### src/rtl/logic_writer.sv
// Write-back packer: collects raster-order cell states into WORD_W-bit words and
// issues them through a one-deep pending register that can wait out a busy port.
`timescale 1ns/1ps
module logic_writer #(
  parameter int WORD_W  = 32,
  parameter int BOARD_W = 128,
  parameter int BOARD_H = 128,
  parameter int ADDR_W  = 16
) (
  input  logic              clk_in,
  input  logic              rst_n_in,
  input  logic              start_in,
  input  logic              buf_sel_in,
  input  logic              cell_valid_in,
  input  logic              cell_in,
  input  logic              mem_busy_in,
  output logic              stall_out,
  output logic              we_out,
  output logic [ADDR_W-1:0] addr_out,
  output logic [WORD_W-1:0] data_out,
  output logic              done_out
);

  localparam int WPR         = BOARD_W / WORD_W;
  localparam int BOARD_WORDS = WPR * BOARD_H;
  localparam int WIDX_W      = (BOARD_WORDS > 1) ? $clog2(BOARD_WORDS) : 1;
  localparam int BIT_W       = (WORD_W > 1) ? $clog2(WORD_W) : 1;
  localparam logic [BIT_W-1:0]  LAST_BIT  = BIT_W'(WORD_W - 1);
  localparam logic [WIDX_W-1:0] LAST_WORD = WIDX_W'(BOARD_WORDS - 1);

  typedef enum logic [1:0] {IDLE, RUN, DRAIN, DONE} state_e;

  typedef struct packed {
    logic [ADDR_W-1:0] addr;
    logic [WORD_W-1:0] data;
  } wr_t;

  state_e             state_q, state_d;
  logic [ADDR_W-1:0]  base_q, base_d;
  logic [BIT_W-1:0]   bit_q, bit_d;
  logic [WIDX_W-1:0]  widx_q, widx_d;
  logic [WORD_W-1:0]  acc_q, acc_d;
  logic               pend_v_q, pend_v_d;
  wr_t                pend_q, pend_d;

  logic               word_end, accept, complete;
  logic [WORD_W-1:0]  acc_set;

  // Stall only when a word is about to complete and its slot is still occupied.
  assign word_end  = (bit_q == LAST_BIT);
  assign stall_out = (state_q == RUN) && pend_v_q && mem_busy_in && word_end;
  assign accept    = (state_q == RUN) && cell_valid_in && !stall_out;
  assign complete  = accept && word_end;
  assign we_out    = pend_v_q && !mem_busy_in;
  assign addr_out  = pend_q.addr;
  assign data_out  = pend_q.data;
  assign done_out  = (state_q == DONE);

  always_comb begin
    acc_set        = acc_q;
    acc_set[bit_q] = cell_in;
  end

  always_comb begin
    state_d  = state_q;
    base_d   = base_q;
    bit_d    = bit_q;
    widx_d   = widx_q;
    acc_d    = acc_q;
    pend_v_d = pend_v_q;
    pend_d   = pend_q;

    case (state_q)
      IDLE: if (start_in) begin
        state_d = RUN;
        base_d  = buf_sel_in ? ADDR_W'(BOARD_WORDS) : '0;
        bit_d   = '0;
        widx_d  = '0;
        acc_d   = '0;
      end
      RUN: if (accept) begin
        if (word_end) begin
          bit_d  = '0;
          acc_d  = '0;
          widx_d = widx_q + 1'b1;
          if (widx_q == LAST_WORD) state_d = DRAIN;
        end else begin
          bit_d = bit_q + 1'b1;
          acc_d = acc_set;
        end
      end
      DRAIN: if (we_out) state_d = DONE;
      DONE:  state_d = IDLE;
      default: state_d = IDLE;
    endcase

    // A retiring write and a newly completed word may share an edge; the new word wins.
    if (complete) begin
      pend_v_d    = 1'b1;
      pend_d.addr = base_q + ADDR_W'(widx_q);
      pend_d.data = acc_set;
    end else if (we_out) begin
      pend_v_d = 1'b0;
    end
  end

  always_ff @(posedge clk_in or negedge rst_n_in) begin
    if (!rst_n_in) begin
      state_q  <= IDLE;
      base_q   <= '0;
      bit_q    <= '0;
      widx_q   <= '0;
      acc_q    <= '0;
      pend_v_q <= 1'b0;
      pend_q   <= '0;
    end else begin
      state_q  <= state_d;
      base_q   <= base_d;
      bit_q    <= bit_d;
      widx_q   <= widx_d;
      acc_q    <= acc_d;
      pend_v_q <= pend_v_d;
      pend_q   <= pend_d;
    end
  end

endmodule
### config.mk
export PLATFORM = sky130hd
export DESIGN_NAME = logic_writer
export DESIGN_NICKNAME = d
export VERILOG_FILES = /design/src/rtl/logic_writer.sv
export SDC_FILE = /design/constraint.sdc
export NUM_CORES = 1
export LEC_CHECK = 0
export ABC_AREA = 1
export CAP_MARGIN = 20
export CORE_AREA = 2 2 105 107
export CTS_CLUSTER_SIZE = 40
export DETAILED_ROUTE_END_ITERATION = 10
export DIE_AREA = 0 0 107 109
export PLACE_DENSITY = 0.66
export SYNTH_ARGS = -nofsm -noshare
export SYNTH_HDL_FRONTEND = slang
export SYNTH_SLANG_ARGS = --single-unit
### constraint.sdc
create_clock -name clk_in -period 2.3 [get_ports clk_in]
set_input_delay 0.345 -clock clk_in [delete_from_list [all_inputs] [get_ports clk_in]]
set_output_delay 0.345 -clock clk_in [all_outputs]
set_load 0.02 [all_outputs]
==> summary.md, run 1 <==
| Metric | Value |
|---|---|
| Global-route usage over all layers | 17.8% |
| Critical Path, Cell by Cell | ha_1 > nand2_1 > nor2_1 > ha_1 > nand2_2 > nor2_4 > clkdlybuf4s15_1 |
| Largest stage delay on the critical path | 360 ps |
| Accumulated negative setup slack | 0 ps |
| Number of vias after detailed routing | 3,733 |
| Worst hold path class | input port to async pin |
| Endpoint of the worst setup timing path | stall_out |
| Count of standard-cell rows | 38 |
| Max_cap viols | 0 |
| Detailed-route DRC error count | 0 |
| Depth of the most critical reg-to-reg path | 10 |
| Clock tree from TritonCTS | built |
| CP Buf/Inv Count | 1 |
| # port buffers | 51 |
| Delay-heaviest family, CP | simple AND/OR/NAND/NOR gates |
| Setup violation total in the final timing report | 0 |
| Synthesized flop and latch total | 92 |
| Average wire per standard cell | 13.3 um |
| Total standard cell area after synthesis | 4610 um2 |
| Type of destination of the critical path | output port |
| Final-stage net count | 638 |
| Total Wirelength | 10,100 um |
| Pin count of the biggest net entering global routing | 62 |
| Count of pins over their slew limit | 0 |
| Post-synthesis cell type count | 27 |
| Drt via density | 4.89 |
| Arrival time at the worst endpoint | 1790 ps |
| Cell at the root of the clock tree | clkbuf_8 |
| Tmin final | 2130 ps |
| Core ar. | 10,600 um2 |
| CP max FO | 3 |
| Cell Pwr Density | 748 nW/um2 |
| CP max-delay cell | dfrtp_1 |
| Io pins | 58 |
| Cell taking the most area after synthesis | dfrtp_1 |
| Origin of the worst setup path | bit_q[0]$_DFFE_PN0P_ |
| Most frequent standard cell in the layout excluding fill and tap cells | nand2_1 |
| Worst IR drop on VDD | 716 uV |
| Per-instance average area after synthesis | 8.17 um2 |
| Number of setup buffers added after CTS | 0 |
| Path length in cells of the critical path | 7 |
| Final number of hold-violating endpoints | 0 |
| Instance count of the mapped netlist | 564 |
| Overall power consumption | 0.00411 W |
| Remaining antenna violation count after routing | 0 |
| Clock transition at the registers of the reported paths | 100 ps |
| Die Span Y | 109 um |
| Placed standard-cell area | 5290 um2 |
| Number of buffers added by the clock tree synthesis step | 9 |
| Routed metal-1 wire length | 4780 um |
| Warning count from the yosys run | 0 |
| Sequential share of the synthesized area | 50.0% |
| Maximum clock frequency | 0.469 GHz |
| Required time worst endpoint | 1960 ps |
| Post-route standard cell area excluding fillers | 5500 um2 |
| Clock latency at the later pin of the worst-skew pair | 360 ps |
| Final HPWL from detailed placement | 6830 um |
| Static leakage | 2.53 nW |
| Tcrit/Tclk final | 92.8% |
| Crit Path Class | flop to output port |
| Area fraction of the dominant cell type after synthesis | 50.0% |
| Crit start category | flop |
| Commonest cells after routing, fill and taps aside | nand2_1, dfrtp_1, o21ai_1 |
| Initial antenna violation count | 0 |
| Num Clock Sinks | 92 |
| Highest signal layer in the routed design | met4 |
| Placer's final routability congestion estimate | 0.832 |
| Area of the die | 11,700 um2 |
| DR WL met2 | 4780 um |
| Gr ovfl total | 0 |
| Result of the run | complete, no violations |
| Cell mode on critical path | ha_1 |
| Dpl ws | 188 ps |
| Share of layout cells above drive strength 1 | 8.33% |
| Wire length on met3 | 448 um |
| H-Tree Depth | 3 |
| Initial core utilization | 43.5% |
| Layout-stage area growth over the synthesis result | 19.3% |
| Post-layout worst setup margin | 167 ps |
| Number of global-route vias before repair | 3,533 |
| Length of the first detailed-routing pass in iterations | 5 |
| Leading post-synthesis cells by cell area | dfrtp_1, nand2_1, o21ai_1 |
| Flop2flop setup slack | 200 ps |
| Iter 0 DRT Violations | 217 |
| Worst flop-to-flop path startpoint | bit_q[0]$_DFFE_PN0P_ |
| Number of buffers between clock root and the deepest sink | 2 |
| Horizontal extent of the die | 107 um |
| Antenna diode instance count | 0 |
| R2R Path End | acc_q[13]$_DFFE_PN0P_ |
| Setup Skew | 12.3 ps |
| Wire length of the first global-routing pass | 16,700 um |
==> worst min path at each step <==
stage	start	end	slack, ps
global placement	rst_n_in	data_out[19]$_DFFE_PN0P_	310
detailed placement	rst_n_in	data_out[19]$_DFFE_PN0P_	320
global route	rst_n_in	data_out[19]$_DFFE_PN0P_	510
CTS	rst_n_in	data_out[19]$_DFFE_PN0P_	480
floorplan	rst_n_in	acc_q[0]$_DFFE_PN0P_	50
finish	rst_n_in	data_out[19]$_DFFE_PN0P_	460
==> synth_stat cells (all sizes together) <==
library cell	number
or2	1
nand2	203
o21ai	87
o21bai	8
nand4	11
nor3	8
clkinv	1
conb	1
nand3	39
nor2	21
inv	47
buf	25
ha	12
dfrtp	92
clkbuf	6
xor2	2
==> kinds of logic (layout without fill, tap and decap cells) <==
| logic type | Yosys count | after routing | share of synthesized area (%) |
|---|---|---|---|
| adders and majority gates | 12 | 12 | 3.26 |
| AOI/OAI and AO/OA | 95 | 95 | 11.0 |
| DFF | 92 | 92 | 50.0 |
| other | 1 | 6 | 0.0814 |
| xor gates and xnor gates | 2 | 2 | 0.380 |
| buffers and inverters | 79 | 133 | 8.15 |
| and+or+nand+nor | 283 | 284 | 27.2 |
==> cell type report <==
class,instances,area [um2]
Fill cell,1020,5110
Inverter,48,180
Clock inverter,6,47.5
Tap cell,140,175
Clock buffer,10,128
Sequential cell,92,2300
Timing Repair Buffer,69,696
Multi-Input combinational cell,399,1970
==> per-layer routing <==
metal / global-route usage (%) / vias to the layer above
met5: 0 / -
met4: 5.10 / 0
met1: 24.1 / 1726
met3: 3.17 / 13
li1: - / 1908
met2: 29.6 / 86
==> sequential cells by signal, indices dropped and copies added, names as in the netlist <==
register  flops
bit_q         5
pend_v_q      1
state_q       2
acc_q        32
widx_q        9
base_q        1
addr_out     10
data_out     32
==> report_power, final <==
group,internal [W],leakage [nW],switching (W)
Clock,0.000403,0.0872,0.000588
Sequential,0.00168,1.28,0.0000405
Combinational,0.000414,1.16,0.000989
==> through the flow <==
stage / hold slack [ps] / util [%] / cells
after global routing: 511 / 51.8 / 764
after detailed placement: 318 / 49.9 / 746
after floorplan: 49.4 / - / 569
after CTS: 480 / 51.7 / 763
final: 462 / 51.8 / 764
after global placement: 311 / 49.9 / 746
==> what timing repair did <==
action	in CTS	in global routing
gates cloned	0	1
endpoints found under the setup margin	1	28
gates resized for setup	2	2
hold endpoints to repair	31	0
hold buffers	1	0
No activity file was read; power rests on OpenSTA's default activity.
==> run 2, diff against run 1 <==
- clock period: 2.3 -> 2.1 ns (I/O delays scaled with it)
==> run 2 against run 1 <==
  * Sequential power rose by 9.9%
  * Clock skew barely moved
  * Setup slack got worse by 37 ps
  * Register-to-register slack got worse by 50 ps
  * Hold slack got worse by 27 ps
  * Count of clock-buffer cells in the layout rose by 3
  * Combinational power rose by 10%
==> summary.md, run 2 (synthesis results as in run 1) <==
| Metric | Value |
|---|---|
| Die Span Y | 109 um (unchanged) |
| Io pins | 58 (unchanged) |
| Max_cap viols | 0 (unchanged) |
| Count of standard-cell rows | 38 (unchanged) |
| Clock transition at the registers of the reported paths | 90 ps (about the same) |
| Post-route standard cell area excluding fillers | 5580 um2 (+1.5%) |
| Length of the first detailed-routing pass in iterations | 4 (-1) |
| Core ar. | 10,600 um2 (unchanged) |
| Layout-stage area growth over the synthesis result | 21.2% |
| Required time worst endpoint | 1780 ps (-180 ps) |
| Final number of hold-violating endpoints | 0 (unchanged) |
| Crit start category | flop |
| Routed metal-1 wire length | 4730 um (-1.0%) |
| Crit Path Class | flop to output port |
| Clock latency at the later pin of the worst-skew pair | 360 ps (about the same) |
| Number of vias after detailed routing | 3,769 (+0.96%) |
| Worst flop-to-flop path startpoint | bit_q[1]$_DFFE_PN0P_ |
| Critical Path, Cell by Cell | ha_2 > nand2_2 > nor2_1 > ha_2 > nand2_2 > nor2_4 > buf_4 |
| Most frequent standard cell in the layout excluding fill and tap cells | nand2_1 |
| Placed standard-cell area | 5340 um2 (+0.99%) |
| Tmin final | 1970 ps |
| Flop2flop setup slack | 150 ps (-50 ps) |
| Clock tree from TritonCTS | built |
| H-Tree Depth | 3 (unchanged) |
| CP max-delay cell | dfrtp_1 |
| Number of buffers between clock root and the deepest sink | 2 (unchanged) |
| Maximum clock frequency | 0.507 GHz |
| Filler-free cell count of the finished design | 769 (+0.65%) |
| DR WL met2 | 4810 um (+0.80%) |
| Highest signal layer in the routed design | met4 |
| Placer's final routability congestion estimate | 0.805 (-3.2%) |
| Post-layout worst setup margin | 129 ps (-37.5 ps) |
| Cell at the root of the clock tree | clkbuf_8 |
| Type of destination of the critical path | output port |
| Placed instance count | 751 (+0.67%) |
| Largest stage delay on the critical path | 370 ps (about the same) |
| Global-route usage over all layers | 18.7% (+0.84 points) |
| Final HPWL from detailed placement | 6920 um (+1.4%) |
| Setup Skew | 12.8 ps (+0.476 ps) |
| Tcrit/Tclk final | 93.8% |
| CP max FO | 3 (unchanged) |
| Total Wirelength | 9990 um (-1.4%) |
| Dpl ws | 42.6 ps (-146 ps) |
| Number of global-route vias before repair | 3,731 (+5.6%) |
| Area of the multi-input gates | 1960 um2 (-0.38%) |
| Arrival time at the worst endpoint | 1660 ps (-130 ps) |
| Remaining antenna violation count after routing | 0 (unchanged) |
| Final-stage net count | 643 (+0.78%) |
| Drt via density | 4.90 (+0.31%) |
| Wire length on met3 | 304 um (-32%) |
| Register area | 2300 um2 (unchanged) |
| Origin of the worst setup path | bit_q[1]$_DFFE_PN0P_ |
| Detailed-route DRC error count | 0 (unchanged) |
| Initial antenna violation count | 0 (unchanged) |
| Wire length of the first global-routing pass | 17,400 um (+4.3%) |
| Number of buffers added by the clock tree synthesis step | 9 (unchanged) |
| Accumulated negative setup slack | 0 ps (unchanged) |
| Iter 0 DRT Violations | 158 (-27%) |
| Num Clock Sinks | 92 (unchanged) |
| Filler cell count | 1,030 (+0.98%) |
| Setup violation total in the final timing report | 0 (unchanged) |
| Share of layout cells above drive strength 1 | 9.70% (+1.4 points) |
| Unrepaired setup endpoints after global routing | no |
| Worst hold path class | input port to async pin |
| Gr ovfl total | 0 (unchanged) |
| Result of the run | complete, no violations |
| Worst IR drop on VDD | 618 uV (-14%) |
| Area of the die | 11,700 um2 (unchanged) |
| Initial core utilization | 43.5% (unchanged) |
| Commonest cells after routing, fill and taps aside | nand2_1, dfrtp_1, o21ai_1 |
| Overall power consumption | 0.00469 W (+14%) |
| Count of pins over their slew limit | 0 (unchanged) |
| Pin count of the biggest net entering global routing | 63 (+1.6%) |
| Average wire per standard cell | 13.0 um (-2.1%) |
| Static leakage | 2.58 nW (+2.2%) |
| Horizontal extent of the die | 107 um (unchanged) |
| # port buffers | 51 (unchanged) |
| Cell Pwr Density | 840 nW/um2 (+12%) |
| Antenna diode instance count | 0 (unchanged) |
## run 2: power breakdown
group          switching, W  leakage [nW]  internal [W]
Sequential        0.0000482          1.28       0.00184
Combinational       0.00104          1.20      0.000508
Clock              0.000607         0.110      0.000649
Total               0.00169          2.58       0.00299
## run 2: metrics by stage
stage | util, % | hold WS (ps)
2_1_floorplan | - | 19.4
3_3_place_gp | 50.4 | 278
3_5_place_dp | 50.4 | 284
4_1_cts | 52.5 | 451
5_1_grt | 52.6 | 460
6_report | 52.6 | 435
## run 2: final cells by class
class | count | area share [%]
flip-flops and latches | 92 | 41.2
well taps | 140 | 3.14
repair buffers | 75 | 13.4
clock buffers | 13 | 3.03
clock inverters | 3 | 0.785
inverters | 48 | 3.23
multi-input cells | 398 | 35.1
## run 2: path summary, 6_finish.rpt
check,to,depth (start not counted)
max,stall_out,7
min,data_out[21]$_DFFE_PN0P_,2
max reg2reg,acc_q[30]$_DFFE_PN0P_,11
min reg2reg,addr_out[8]$_DFFE_PN0P_,2
max in group asynchronous,bit_q[1]$_DFFE_PN0P_,3
min in group clk_in,addr_out[8]$_DFFE_PN0P_,2
## run 2: what timing repair did
action | CTS | global route
gates resized for setup | 5 | 3
hold endpoints to repair | 30 | 0
setup buffers | 0 | 1
endpoints found under the setup margin | 1 | 3
pin swaps | 0 | 1
hold buffers | 1 | 0
## run 2: critical path: cells and delay by family, from the launching register on
family        cells  cell delay [ps]
flops             1              370
buf+inv           1              150
simple gates      4              380
fa+ha+maj         2              410
## run 2: metal layers
layer,up-vias,global-route usage (%)
li1,1918,-
met1,1768,24.4
met2,70,31.9
met3,13,3.35
met4,0,5.38
met5,-,0
